$ cat src/rtl/dpi_stream_sequencer_if.sv
// Packet/byte ingress handshake between a packet source and the stream sequencer.
interface dpi_stream_sequencer_if #(
   parameter int KEY_W = 32
);
   logic             pkt_vld;
   logic [KEY_W-1:0] pkt_key;
   logic             pkt_fin;
   logic             pkt_rdy;
   logic             byte_vld;
   logic [7:0]       byte_data;
   logic             byte_last;
   logic             byte_rdy;

   // Packet source side.
   modport master (
      output pkt_vld, pkt_key, pkt_fin, byte_vld, byte_data, byte_last,
      input  pkt_rdy, byte_rdy
   );

   // Sequencer side.
   modport slave (
      input  pkt_vld, pkt_key, pkt_fin, byte_vld, byte_data, byte_last,
      output pkt_rdy, byte_rdy
   );
endinterface

$ cat src/rtl/dpi_stream_sequencer.sv
// Front-end controller for the per-stream regex matcher bank: maps flow keys to stream ids
// through a small fully associative flow table and sequences load / characters / eop.
module dpi_stream_sequencer #(
   parameter int NUM_STREAMS = 64,
   parameter int SID_W       = 6,
   parameter int KEY_W       = 32,
   parameter int NUM_REGEX   = 8,
   parameter int LOAD_GAP    = 2,
   parameter int MATCH_LAT   = 2
) (
   input  logic                    clk,
   input  logic                    rst_n,
   dpi_stream_sequencer_if.slave   s_in,
   input  logic                    cfg_we,
   input  logic [SID_W-1:0]        cfg_sid,
   input  logic [NUM_REGEX-1:0]    cfg_enable,
   output logic                    load_state,
   output logic [SID_W-1:0]        stream_id,
   output logic                    new_stream_id,
   output logic [7:0]              char_in,
   output logic                    char_in_vld,
   output logic                    eop,
   output logic [NUM_REGEX-1:0]    enable,
   output logic                    busy,
   output logic [31:0]             pkt_count,
   output logic [15:0]             evict_count
);

   typedef enum logic [2:0] {
      S_IDLE, S_LOOKUP, S_LOAD, S_GAP, S_STREAM, S_DRAIN, S_EOP
   } state_t;

   state_t                 r_state, w_state_nxt;
   logic [7:0]             r_cnt;
   logic [KEY_W-1:0]       r_pkt_key;
   logic                   r_pkt_fin;

   logic [NUM_STREAMS-1:0] r_valid;
   logic [KEY_W-1:0]       r_key  [NUM_STREAMS];
   logic [NUM_REGEX-1:0]   r_mask [NUM_STREAMS];
   logic [SID_W-1:0]       r_evict_ptr;

   logic                   w_hit, w_free, w_new, w_evict;
   logic [SID_W-1:0]       w_hit_idx, w_free_idx, w_sid;

   logic                   r_load_state, r_new_stream_id, r_char_in_vld, r_eop;
   logic [7:0]             r_char_in;
   logic [SID_W-1:0]       r_stream_id;
   logic [NUM_REGEX-1:0]   r_enable;
   logic [31:0]            r_pkt_count;
   logic [15:0]            r_evict_count;

   // State register.
   always_ff @(posedge clk or negedge rst_n) begin
      // NOTE: sequential state uses non-blocking assignments so every flop samples pre-edge values.
      if (!rst_n) r_state <= S_IDLE;
      else        r_state <= w_state_nxt;
   end

   // Next-state logic; GAP and DRAIN are timed by r_cnt.
   always_comb begin
      // NOTE: default assignment first so no path through the case infers a latch.
      w_state_nxt = r_state;
      unique case (r_state)
         S_IDLE:   if (s_in.pkt_vld) w_state_nxt = S_LOOKUP;
         S_LOOKUP: w_state_nxt = S_LOAD;
         S_LOAD:   w_state_nxt = S_GAP;
         S_GAP:    if (r_cnt == 8'(LOAD_GAP - 1)) w_state_nxt = S_STREAM;
         S_STREAM: if (s_in.byte_vld && s_in.byte_last) w_state_nxt = S_DRAIN;
         S_DRAIN:  if (r_cnt == 8'(MATCH_LAT - 1)) w_state_nxt = S_EOP;
         S_EOP:    w_state_nxt = S_IDLE;
         default:  w_state_nxt = S_IDLE;
      endcase
   end

   // Combinational handshake outputs; pkt_rdy is held low while reset is asserted.
   always_comb begin
      s_in.pkt_rdy  = rst_n && (r_state == S_IDLE);
      s_in.byte_rdy = (r_state == S_STREAM);
      busy          = (r_state != S_IDLE);
   end

   // Cycle counter for GAP and DRAIN; restarts on every state change.
   always_ff @(posedge clk or negedge rst_n) begin
      if (!rst_n)                     r_cnt <= '0;
      else if (w_state_nxt != r_state) r_cnt <= '0;
      else if (r_state == S_GAP || r_state == S_DRAIN) r_cnt <= r_cnt + 8'd1;
   end

   // Latch the accepted packet header.
   always_ff @(posedge clk or negedge rst_n) begin
      if (!rst_n) begin
         r_pkt_key <= '0;
         r_pkt_fin <= 1'b0;
      end else if (r_state == S_IDLE && s_in.pkt_vld) begin
         r_pkt_key <= s_in.pkt_key;
         r_pkt_fin <= s_in.pkt_fin;
      end
   end

   // Parallel lookup; descending scan so the lowest matching / free index wins.
   always_comb begin
      w_hit      = 1'b0;
      w_hit_idx  = '0;
      w_free     = 1'b0;
      w_free_idx = '0;
      for (int i = NUM_STREAMS - 1; i >= 0; i--) begin
         if (r_valid[i] && r_key[i] == r_pkt_key) begin
            w_hit     = 1'b1;
            w_hit_idx = SID_W'(i);
         end
         if (!r_valid[i]) begin
            w_free     = 1'b1;
            w_free_idx = SID_W'(i);
         end
      end
      w_new   = !w_hit;
      w_evict = !w_hit && !w_free;
      w_sid   = w_hit ? w_hit_idx : (w_free ? w_free_idx : r_evict_ptr);
   end

   // Entry valid bits: set on allocation, cleared when a finishing flow completes.
   always_ff @(posedge clk or negedge rst_n) begin
      if (!rst_n)                                r_valid <= '0;
      else if (r_state == S_LOOKUP)              r_valid[w_sid] <= 1'b1;
      else if (r_state == S_EOP && r_pkt_fin)    r_valid[r_stream_id] <= 1'b0;
   end

   // Key storage written on allocation.
   always_ff @(posedge clk) begin
      // NOTE: keys need no reset; r_valid gates every compare, so stale keys are never seen.
      if (r_state == S_LOOKUP) r_key[w_sid] <= r_pkt_key;
   end

   // Per-stream enable masks, written by the configuration port.
   always_ff @(posedge clk or negedge rst_n) begin
      if (!rst_n) begin
         for (int i = 0; i < NUM_STREAMS; i++) r_mask[i] <= '0;
      end else if (cfg_we) begin
         r_mask[cfg_sid] <= cfg_enable;
      end
   end

   // Eviction pointer and saturating eviction counter.
   always_ff @(posedge clk or negedge rst_n) begin
      if (!rst_n) begin
         r_evict_ptr   <= '0;
         r_evict_count <= '0;
      end else if (r_state == S_LOOKUP && w_evict) begin
         r_evict_ptr <= (r_evict_ptr == SID_W'(NUM_STREAMS - 1)) ? '0 : r_evict_ptr + SID_W'(1);
         if (r_evict_count != 16'hFFFF) r_evict_count <= r_evict_count + 16'd1;
      end
   end

   // Registered matcher-side outputs and packet counter.
   always_ff @(posedge clk or negedge rst_n) begin
      if (!rst_n) begin
         r_load_state    <= 1'b0;
         r_new_stream_id <= 1'b0;
         r_eop           <= 1'b0;
         r_char_in_vld   <= 1'b0;
         r_char_in       <= '0;
         r_stream_id     <= '0;
         r_enable        <= '0;
         r_pkt_count     <= '0;
      end else begin
         r_load_state    <= (w_state_nxt == S_LOAD);
         r_new_stream_id <= (w_state_nxt == S_LOAD) && w_new;
         r_eop           <= (w_state_nxt == S_EOP);
         r_char_in_vld   <= (r_state == S_STREAM) && s_in.byte_vld;
         if (r_state == S_STREAM && s_in.byte_vld) r_char_in <= s_in.byte_data;
         if (r_state == S_LOOKUP) begin
            r_stream_id <= w_sid;
            r_enable    <= r_mask[w_sid];
         end
         if (r_state == S_EOP) r_pkt_count <= r_pkt_count + 32'd1;
      end
   end

   assign load_state    = r_load_state;
   assign new_stream_id = r_new_stream_id;
   assign eop           = r_eop;
   assign char_in_vld   = r_char_in_vld;
   assign char_in       = r_char_in;
   assign stream_id     = r_stream_id;
   assign enable        = r_enable;
   assign pkt_count     = r_pkt_count;
   assign evict_count   = r_evict_count;

endmodule
$ cat src/flat_wrapper.sv
// flat-port wrapper written by rule: the top's interface ports become plain ports
module dpi_stream_sequencer_flat 
#(
   parameter int NUM_STREAMS = 64,
   parameter int SID_W       = 6,
   parameter int KEY_W       = 32,
   parameter int NUM_REGEX   = 8,
   parameter int LOAD_GAP    = 2,
   parameter int MATCH_LAT   = 2
)
  (clk, rst_n, cfg_we, cfg_sid, cfg_enable, load_state, stream_id, new_stream_id, char_in, char_in_vld, eop, enable, busy, pkt_count, evict_count, s_in_pkt_vld, s_in_pkt_key, s_in_pkt_fin, s_in_byte_vld, s_in_byte_data, s_in_byte_last, s_in_pkt_rdy, s_in_byte_rdy);
  dpi_stream_sequencer_if #(.KEY_W(KEY_W)) s_in_i ();
  input  logic clk;
  input  logic rst_n;
  input  logic cfg_we;
  input  logic [SID_W-1:0] cfg_sid;
  input  logic [NUM_REGEX-1:0] cfg_enable;
  output logic load_state;
  output logic [SID_W-1:0] stream_id;
  output logic new_stream_id;
  output logic [7:0] char_in;
  output logic char_in_vld;
  output logic eop;
  output logic [NUM_REGEX-1:0] enable;
  output logic busy;
  output logic [31:0] pkt_count;
  output logic [15:0] evict_count;
  input wire logic [$bits(s_in_i.pkt_vld)-1:0] s_in_pkt_vld;
  input wire logic [$bits(s_in_i.pkt_key)-1:0] s_in_pkt_key;
  input wire logic [$bits(s_in_i.pkt_fin)-1:0] s_in_pkt_fin;
  input wire logic [$bits(s_in_i.byte_vld)-1:0] s_in_byte_vld;
  input wire logic [$bits(s_in_i.byte_data)-1:0] s_in_byte_data;
  input wire logic [$bits(s_in_i.byte_last)-1:0] s_in_byte_last;
  output wire logic [$bits(s_in_i.pkt_rdy)-1:0] s_in_pkt_rdy;
  output wire logic [$bits(s_in_i.byte_rdy)-1:0] s_in_byte_rdy;
  assign s_in_i.pkt_vld = s_in_pkt_vld;
  assign s_in_i.pkt_key = s_in_pkt_key;
  assign s_in_i.pkt_fin = s_in_pkt_fin;
  assign s_in_i.byte_vld = s_in_byte_vld;
  assign s_in_i.byte_data = s_in_byte_data;
  assign s_in_i.byte_last = s_in_byte_last;
  assign s_in_pkt_rdy = s_in_i.pkt_rdy;
  assign s_in_byte_rdy = s_in_i.byte_rdy;
  dpi_stream_sequencer #(.NUM_STREAMS(NUM_STREAMS), .SID_W(SID_W), .KEY_W(KEY_W), .NUM_REGEX(NUM_REGEX), .LOAD_GAP(LOAD_GAP), .MATCH_LAT(MATCH_LAT)) u_core (.clk(clk), .rst_n(rst_n), .s_in(s_in_i), .cfg_we(cfg_we), .cfg_sid(cfg_sid), .cfg_enable(cfg_enable), .load_state(load_state), .stream_id(stream_id), .new_stream_id(new_stream_id), .char_in(char_in), .char_in_vld(char_in_vld), .eop(eop), .enable(enable), .busy(busy), .pkt_count(pkt_count), .evict_count(evict_count));
endmodule
$ cat config.mk
export PLATFORM = sky130hd
export DESIGN_NAME = dpi_stream_sequencer_flat
export DESIGN_NICKNAME = d
export VERILOG_FILES = /design/src/rtl/dpi_stream_sequencer_if.sv /design/src/rtl/dpi_stream_sequencer.sv /design/src/flat_wrapper.sv
export SDC_FILE = /design/constraint.sdc
export NUM_CORES = 2
export LEC_CHECK = 0
export CAP_MARGIN = 20
export CORE_MARGIN = 1
export CORE_UTILIZATION = 40
export DETAILED_ROUTE_END_ITERATION = 12
export GPL_TIMING_DRIVEN = 1
export MAX_ROUTING_LAYER = met4
export PLACE_DENSITY_LB_ADDON = 0.1
export SLEW_MARGIN = 15
export SYNTH_ARGS = -nofsm -noshare
export SYNTH_HDL_FRONTEND = slang
export SYNTH_SLANG_ARGS = --single-unit
$ cat constraint.sdc
create_clock -name clk -period 6.8 [get_ports clk]
set_input_delay 1.02 -clock clk [delete_from_list [all_inputs] [get_ports clk]]
set_output_delay 1.02 -clock clk [all_outputs]
set_load 0.02 [all_outputs]
# ---- Word-level counts from Yosys, hierarchy flattened
# Memories as Yosys holds them, arrays and structs flattened.
# Cells that the tools add are included.
dict set report totals {
  regBits 700
  ramBits 2048
  inputBits 61
  out_inout_bits 77
  wordCells 535
  n_memories 1
}
# memory words width rd rd_clocked_by_memory_dff wr line
set mem_list {}
lappend mem_list {u_core.r_key 64 32 64 0 1 dpi_stream_sequencer.sv:39} ;# logic [KEY_W-1:0] r_key [NUM_STREAMS];
dict set report op_classes {
  addsub 4
  magnitude_cmp 7
  eq_ne 76
  mux 280
  bitwise 5
  reduce_logical 83
}
# op count
set ops {}
lappend ops {{$eq A32 B32 Y1} 64}
lappend ops {{$mux W6} 131}
lappend ops {{$bwmux W512} 1}
lappend ops {{$mux W1} 132}
lappend ops {{$mux W64} 2}
lappend ops {{$logic_and A1 B1 Y1} 75}
lappend ops {{$and A64 B64 Y64} 1}
lappend ops {{$not A64 Y64} 1}
lappend ops {{$or A64 B64 Y64} 1}
lappend ops {{$bmux W8 S6} 1}
lappend ops {{$demux W8 S6} 1}
lappend ops {{$mux W8} 5}
lappend ops {{$add A32 B1 Y32 const B} 1}
lappend ops {{$pmux W3 S6} 1}
lappend ops {{$add A16 B1 Y16 const B} 1}
lappend ops {{$ne A16 B16 Y1 const B} 1}
lappend ops {{$ge A7 B7 Y1 const B} 2}
lappend ops {{$lt A6 B7 Y1 const B} 2}
lappend ops {{$not A6 Y7} 2}
lappend ops {{$demux W1 S6} 2}
lappend ops {{$eq A3 B3 Y1 const B} 4}
lappend ops {{$ge A6 B1 Y1 const B} 2}
lappend ops {{$mux W3} 4}
lappend ops {{$eq A3 B2 Y1 const B} 3}
lappend ops {{other kinds (13)} 15}

# ---- Logic depth before layout (Yosys ltp)
dict set report logic_depth {
  depth_word 73
  mapped_depth 25
  ltp_nobuf 18
}

# ---- Worst setup path after synthesis
# No wires, ideal clock.
dict set report synth_path {
  path_type {register to register}
  start {reg u_core.r_pkt_key[2]}
  end {mem u_core.r_key[52][0] (enable)}
  setup_ps 421
  t_arrival_ps 6382
  required_ps 6379
  slack_ps -3
  stages_incl_launch_ff 21
  path_buffers 6
  period_less_slack_ps 6803
  path_cell_list {dfrtp_1 -> buf_2 -> buf_2 -> xnor2_1 -> nand4_1 -> nor4_1 -> nand4_1 -> or4_4 -> nand2_1 -> nand2_1 -> a211o_1 -> a31oi_1 -> o2111ai_2 -> a311o_2 -> nand2_4 -> buf_6 -> buf_2 -> buf_2 -> nand2_1 -> clkbuf_1 -> nor2_1}
}
dict set report synth_via {
  elab_chain_len 67
  elab_cells_between_ends 257
  cone_classes {eq/ne: 64; mux: 129; reduce/logical: 64}
}
# element line
set synth_lines {}
lappend synth_lines {{start: declaration} dpi_stream_sequencer.sv:35} ;# logic [KEY_W-1:0] r_pkt_key;
lappend synth_lines {{start signal: assignment} dpi_stream_sequencer.sv:96} ;# r_pkt_key <= s_in.pkt_key;
lappend synth_lines {{$eq A32 B32 Y1} dpi_stream_sequencer.sv:108} ;# if (r_valid[i] && r_key[i] == r_pkt_key) begin
lappend synth_lines {{$logic_and A1 B1 Y1} dpi_stream_sequencer.sv:108}
lappend synth_lines {{$mux W6 / $mux W1 (equally long branches) (64 in series)} dpi_stream_sequencer.sv:108}
lappend synth_lines {{$mux W6 *} dpi_stream_sequencer.sv:119} ;# w_sid = w_hit ? w_hit_idx : (w_free ? w_free_idx : r_evict_ptr);
lappend synth_lines {{end: declaration} dpi_stream_sequencer.sv:39}
# Every way passes the cells marked *; elsewhere a longest branch is shown, timed or not.

# ---- Final worst setup path
dict set report layout_path {
  start {reg u_core.r_pkt_key[14]}
  end {mem u_core.r_key[52][26] (enable)}
}
# The elaborated chain is that of the path after synthesis.

==> summary.md <==
| Metric | Value |
|---|---|
| Largest stage delay, worst path | `0.63 ns` |
| Starting Density | `about 40%` |
| YS warnings | `0` |
| Clock network fraction of total power | `a little over a quarter` |
| Final Critical Period | `6.768 ns` |
| Number of global-route vias before repair | `79,820` |
| Post-Synth Adder-Cell Area | `less than 1%` |
| Core Region | `309,600 um^2` |
| Hold-fix buffers at CTS | `0` |
| Synth area leader | `edfxtp_1` |
| DR WL/cell | `30.99 um` |
| DRC viols | `0` |
| Period utilization | `99.53%` |
| Pint | `roughly 38 mW` |
| Routability cong. | `0.9285` |
| Area growth syn-to-layout | `16.56%` |
| Setup violators final | `0` |
| Seq pwr share | `a little over a third` |
| Worst setup path class | `register to register` |
| Post-DP HPWL | `about 290,000 um` |
| Critical Path RT | `7.38 ns` |
| R2r setup slk | `0.03 ns` |
| Area share of and/or/nand/nor cells after synthesis | `between 10% and 20%` |
| DRT iter0 DRCs | `8,323` |
| Leakage power | `51.23 nW` |
| Share of layout cells above drive strength 1 | `between 10% and 20%` |
| CP delay by family, top | `simple AND/OR/NAND/NOR gates` |
| Status | `completed` |
| Seq/Total Area, Yosys | `roughly 63%` |
| Sw power | `approximately 25 mW` |
| Io pins | `138` |
| CP endpoint kind | `register` |
| Arr. time, crit path | `7.35 ns` |
| Cts bufs inserted | `314` |
| Post-synth ARST share | `25.47%` |
| Crit path max fanout | `32` |
| Mux contribution to synthesized area | `5.671%` |
| Clock transition at the registers of the reported paths | `0.06 ns` |
| EDFF count, synth | `2,048` |
| Worst Setup SP | `u_core.r_pkt_key[14]$_DFFE_PN0P_` |
| Reg2reg start | `u_core.r_pkt_key[14]$_DFFE_PN0P_` |
| Synth cell types | `105` |
| Final Hold Vio Count | `0` |
| Root Driver | `clkbuf_16` |
| Via count | `between 80,000 and 90,000` |
| Post-route ant nets | `0` |
| Synth Area in Compound Gates | `3.244%` |
| Clock skew | `0.06358 ns` |
| Fin area | `145,500 um^2` |
| Antenna violations before repair | `26` |
| Synth area leaders | `edfxtp_1 49%, dfrtp_1 14%, xor2_1 9.5%` |
| Critical path, cell by cell | `buf_4 > buf_4 > xor2_1 > nor4_1 > nand3_1 > nor4_4 > o21ai_0 > a21oi_2 > o31ai_1 > nand2_1 > nand2_1 > a311o_2 > nand2_4 > buf_4 > nand2_1 > buf_4 > nor2_2 > buf_6` |
| CTS tree | `built` |
| Remaining Overflow, GRT | `0` |
| Crit path max-delay cell type | `dfrtp_4` |
| Commonest non-fill, non-tap cell in the layout | `edfxtp_1` |
| Syn Area/Cell | `~14 um^2` |
| Global Route Usage Sum | `28.04%` |
| Setup slack at placement | `-0.8506 ns` |
| Clock Path Buffers | `4` |
| Die X | `560.7 um` |
| Vias per cell | `~5.8` |
| RSZ-0062 raised after global routing | `no` |
| Gate power share | `38.4%` |
| Net count after synthesis | `about 9,100` |
| Synth Flop Type | `edfxtp_1` |
| NumNets Final | `9,735` |
| WL final | `between 400,000 and 500,000 um` |
| Bufs and invs on worst path | `5` |
| Most frequent cells in the layout | `2,048 x edfxtp_1, 1,349 x xor2_1, 733 x xnor2_1` |
| Yosys top cell area share | `49.26%` |
| Largest family of logic cells by synthesized area | `XOR/XNOR gates` |
| Pwr per Cell Area | `431.2 nW/um^2` |
| Worst-Margin Slew | `1.184 ns` |
| Xor and xnor fraction of the mapped netlist area | `14.60%` |
| Largest net degree at the start of global routing | `186` |
| DP Area | `135,600 um^2` |
| CTS Sinks | `2,748` |
| Drt pass-1 iters | `6` |
| Buffers on Ports | `137` |
| Site Rows | `slightly above 200` |
| First-pass GRT wire length | `616,300 um` |
| DIE HEIGHT | `560.7 um` |
| Most frequent cell on the critical path | `buf_4` |
| Net switching fraction of the power | `39.77%` |
| Crit start category | `register` |
| Fillcell total | `27,250` |
| Slew margin rel. | `approximately 20%` |
| Slew Viols, Final | `0` |
| Max IR drop VDD | `about 0.33 mV` |
| Mapped Area | `124,900 um^2` |
| H-tree depth | `5` |
| F_max | `147.8 MHz` |
| Clock latency at the later pin of the worst-skew pair | `0.94 ns` |
| Max cap viols | `0` |
| Worst hold-check path type | `input port to async pin` |
| Cells after synthesis | `9,050` |
| Total die area | `314,400 um^2` |
| Yosys reg bits | `2,748` |
| Final worst setup slack | `approximately 0.032 ns` |
synthesized netlist by cell type, types with 28 or more instances:
cell / n
nor3_1: 147
mux2_2: 563
or4_1: 47
nor2b_1: 28
nand4_1: 380
nor4b_1: 36
nand4b_1: 61
nand2b_1: 43
edfxtp_1: 2048
nand3_1: 141
and3_1: 42
buf_4: 116
mux2i_1: 65
a21oi_1: 111
nor2_1: 282
dfrtp_1: 700
inv_1: 61
clkbuf_1: 104
nor4_1: 590
o21ai_0: 204
xnor2_1: 733
xor2_1: 1349
nand2_1: 547
a31oi_1: 28
buf_2: 155
sequential cells by signal, summed over array words and instances, names as in the netlist, 3 cells and up:
name and count:
u_core.pkt_count 32, u_core.r_cnt 8, u_core.enable 8, u_core.r_valid 64, u_core.r_pkt_key 32, u_core.r_evict_ptr 6
u_core.evict_count 16, u_core.r_state 3, u_core.r_key 2048, u_core.char_in 8, u_core.stream_id 6, u_core.r_mask 512
final timing paths:
path / end / depth (start not counted)
min reg2reg: u_core.pkt_count[31]$_DFFE_PN0N_ / 1
min: u_core.evict_count[2]$_DFFE_PN0P_ / 1
max reg2reg: u_core.r_key[52][26]$_DFFE_PP_ / 18
max: u_core.r_key[52][26]$_DFFE_PP_ / 18
min in group clk: u_core.pkt_count[31]$_DFFE_PN0N_ / 1
max in group asynchronous: u_core.r_mask[510]$_DFFE_PN0P_ / 3
metrics by stage:
step	power [mW]	hold slack, ns	utilization (%)	setup TNS [ns]	cells
CTS	62.96	0.1203	46.97	0	14030
detailed placement	46.33	0.4767	43.78	-221.12	13470
global placement	46.29	0.4623	43.77	-652.89	13470
global route	64.89	0.1517	47.00	0	14040
floorplan	34.79	0.4706	-	-1.691	9050
finish	62.76	0.1294	47.00	0	14050
cell type report:
class                           count  area, um^2  share of cell area (%)
Sequential cell                  2748       79140                   54.38
Multi-Input combinational cell   5822       43530                   29.91
Clock buffer                      405        8476                   5.824
Timing Repair Buffer              721        7646                   5.254
Tap cell                         4120        5155                   3.542
Clock inverter                    152        1314                  0.9027
Inverter                           62       232.7                  0.1599
Antenna cell                       17       42.54                 0.02923
cells by family (layout without fill, tap and decap cells):
kind of cell,count (synthesis),count (layout)
AOI/OAI and AO/OA,604,604
xor gates and xnor gates,2082,2082
adders and majority gates,5,5
buffers and inverters,481,1340
DFF,2748,2748
muxes,632,632
other,0,17
and+or+nand+nor,2498,2499
timing repair:
action / 4_1_cts / 5_1_grt
gates cloned: 1 / 0
pin swaps: 1 / 1
endpoints found under the setup margin: 831 / 245
gates resized for setup: 10 / 7
setup buffers: 1 / 1
per-layer routing:
| metal | part of all wire [%] | GRT usage [%] | vias to the layer above |
|---|---|---|---|
| li1 | - | - | 35000 |
| met1 | 45 | 39.34 | 42210 |
| met2 | 45 | 42.28 | 3183 |
| met3 | 6.4 | 3.702 | 717 |
| met4 | 3.3 | 8.598 | 0 |
| met5 | 0 | - | - |
power groups by stage:
stage	Combinational, mW	Sequential [mW]	Clock (mW)
floorplan	12.3	22.5	0
global placement	23.9	22.4	0
detailed placement	23.9	22.5	0
CTS	24.0	22.1	16.8
global route	25.2	22.2	17.4
finish	24.1	22.2	16.5
(Power assumes the default switching activity.)
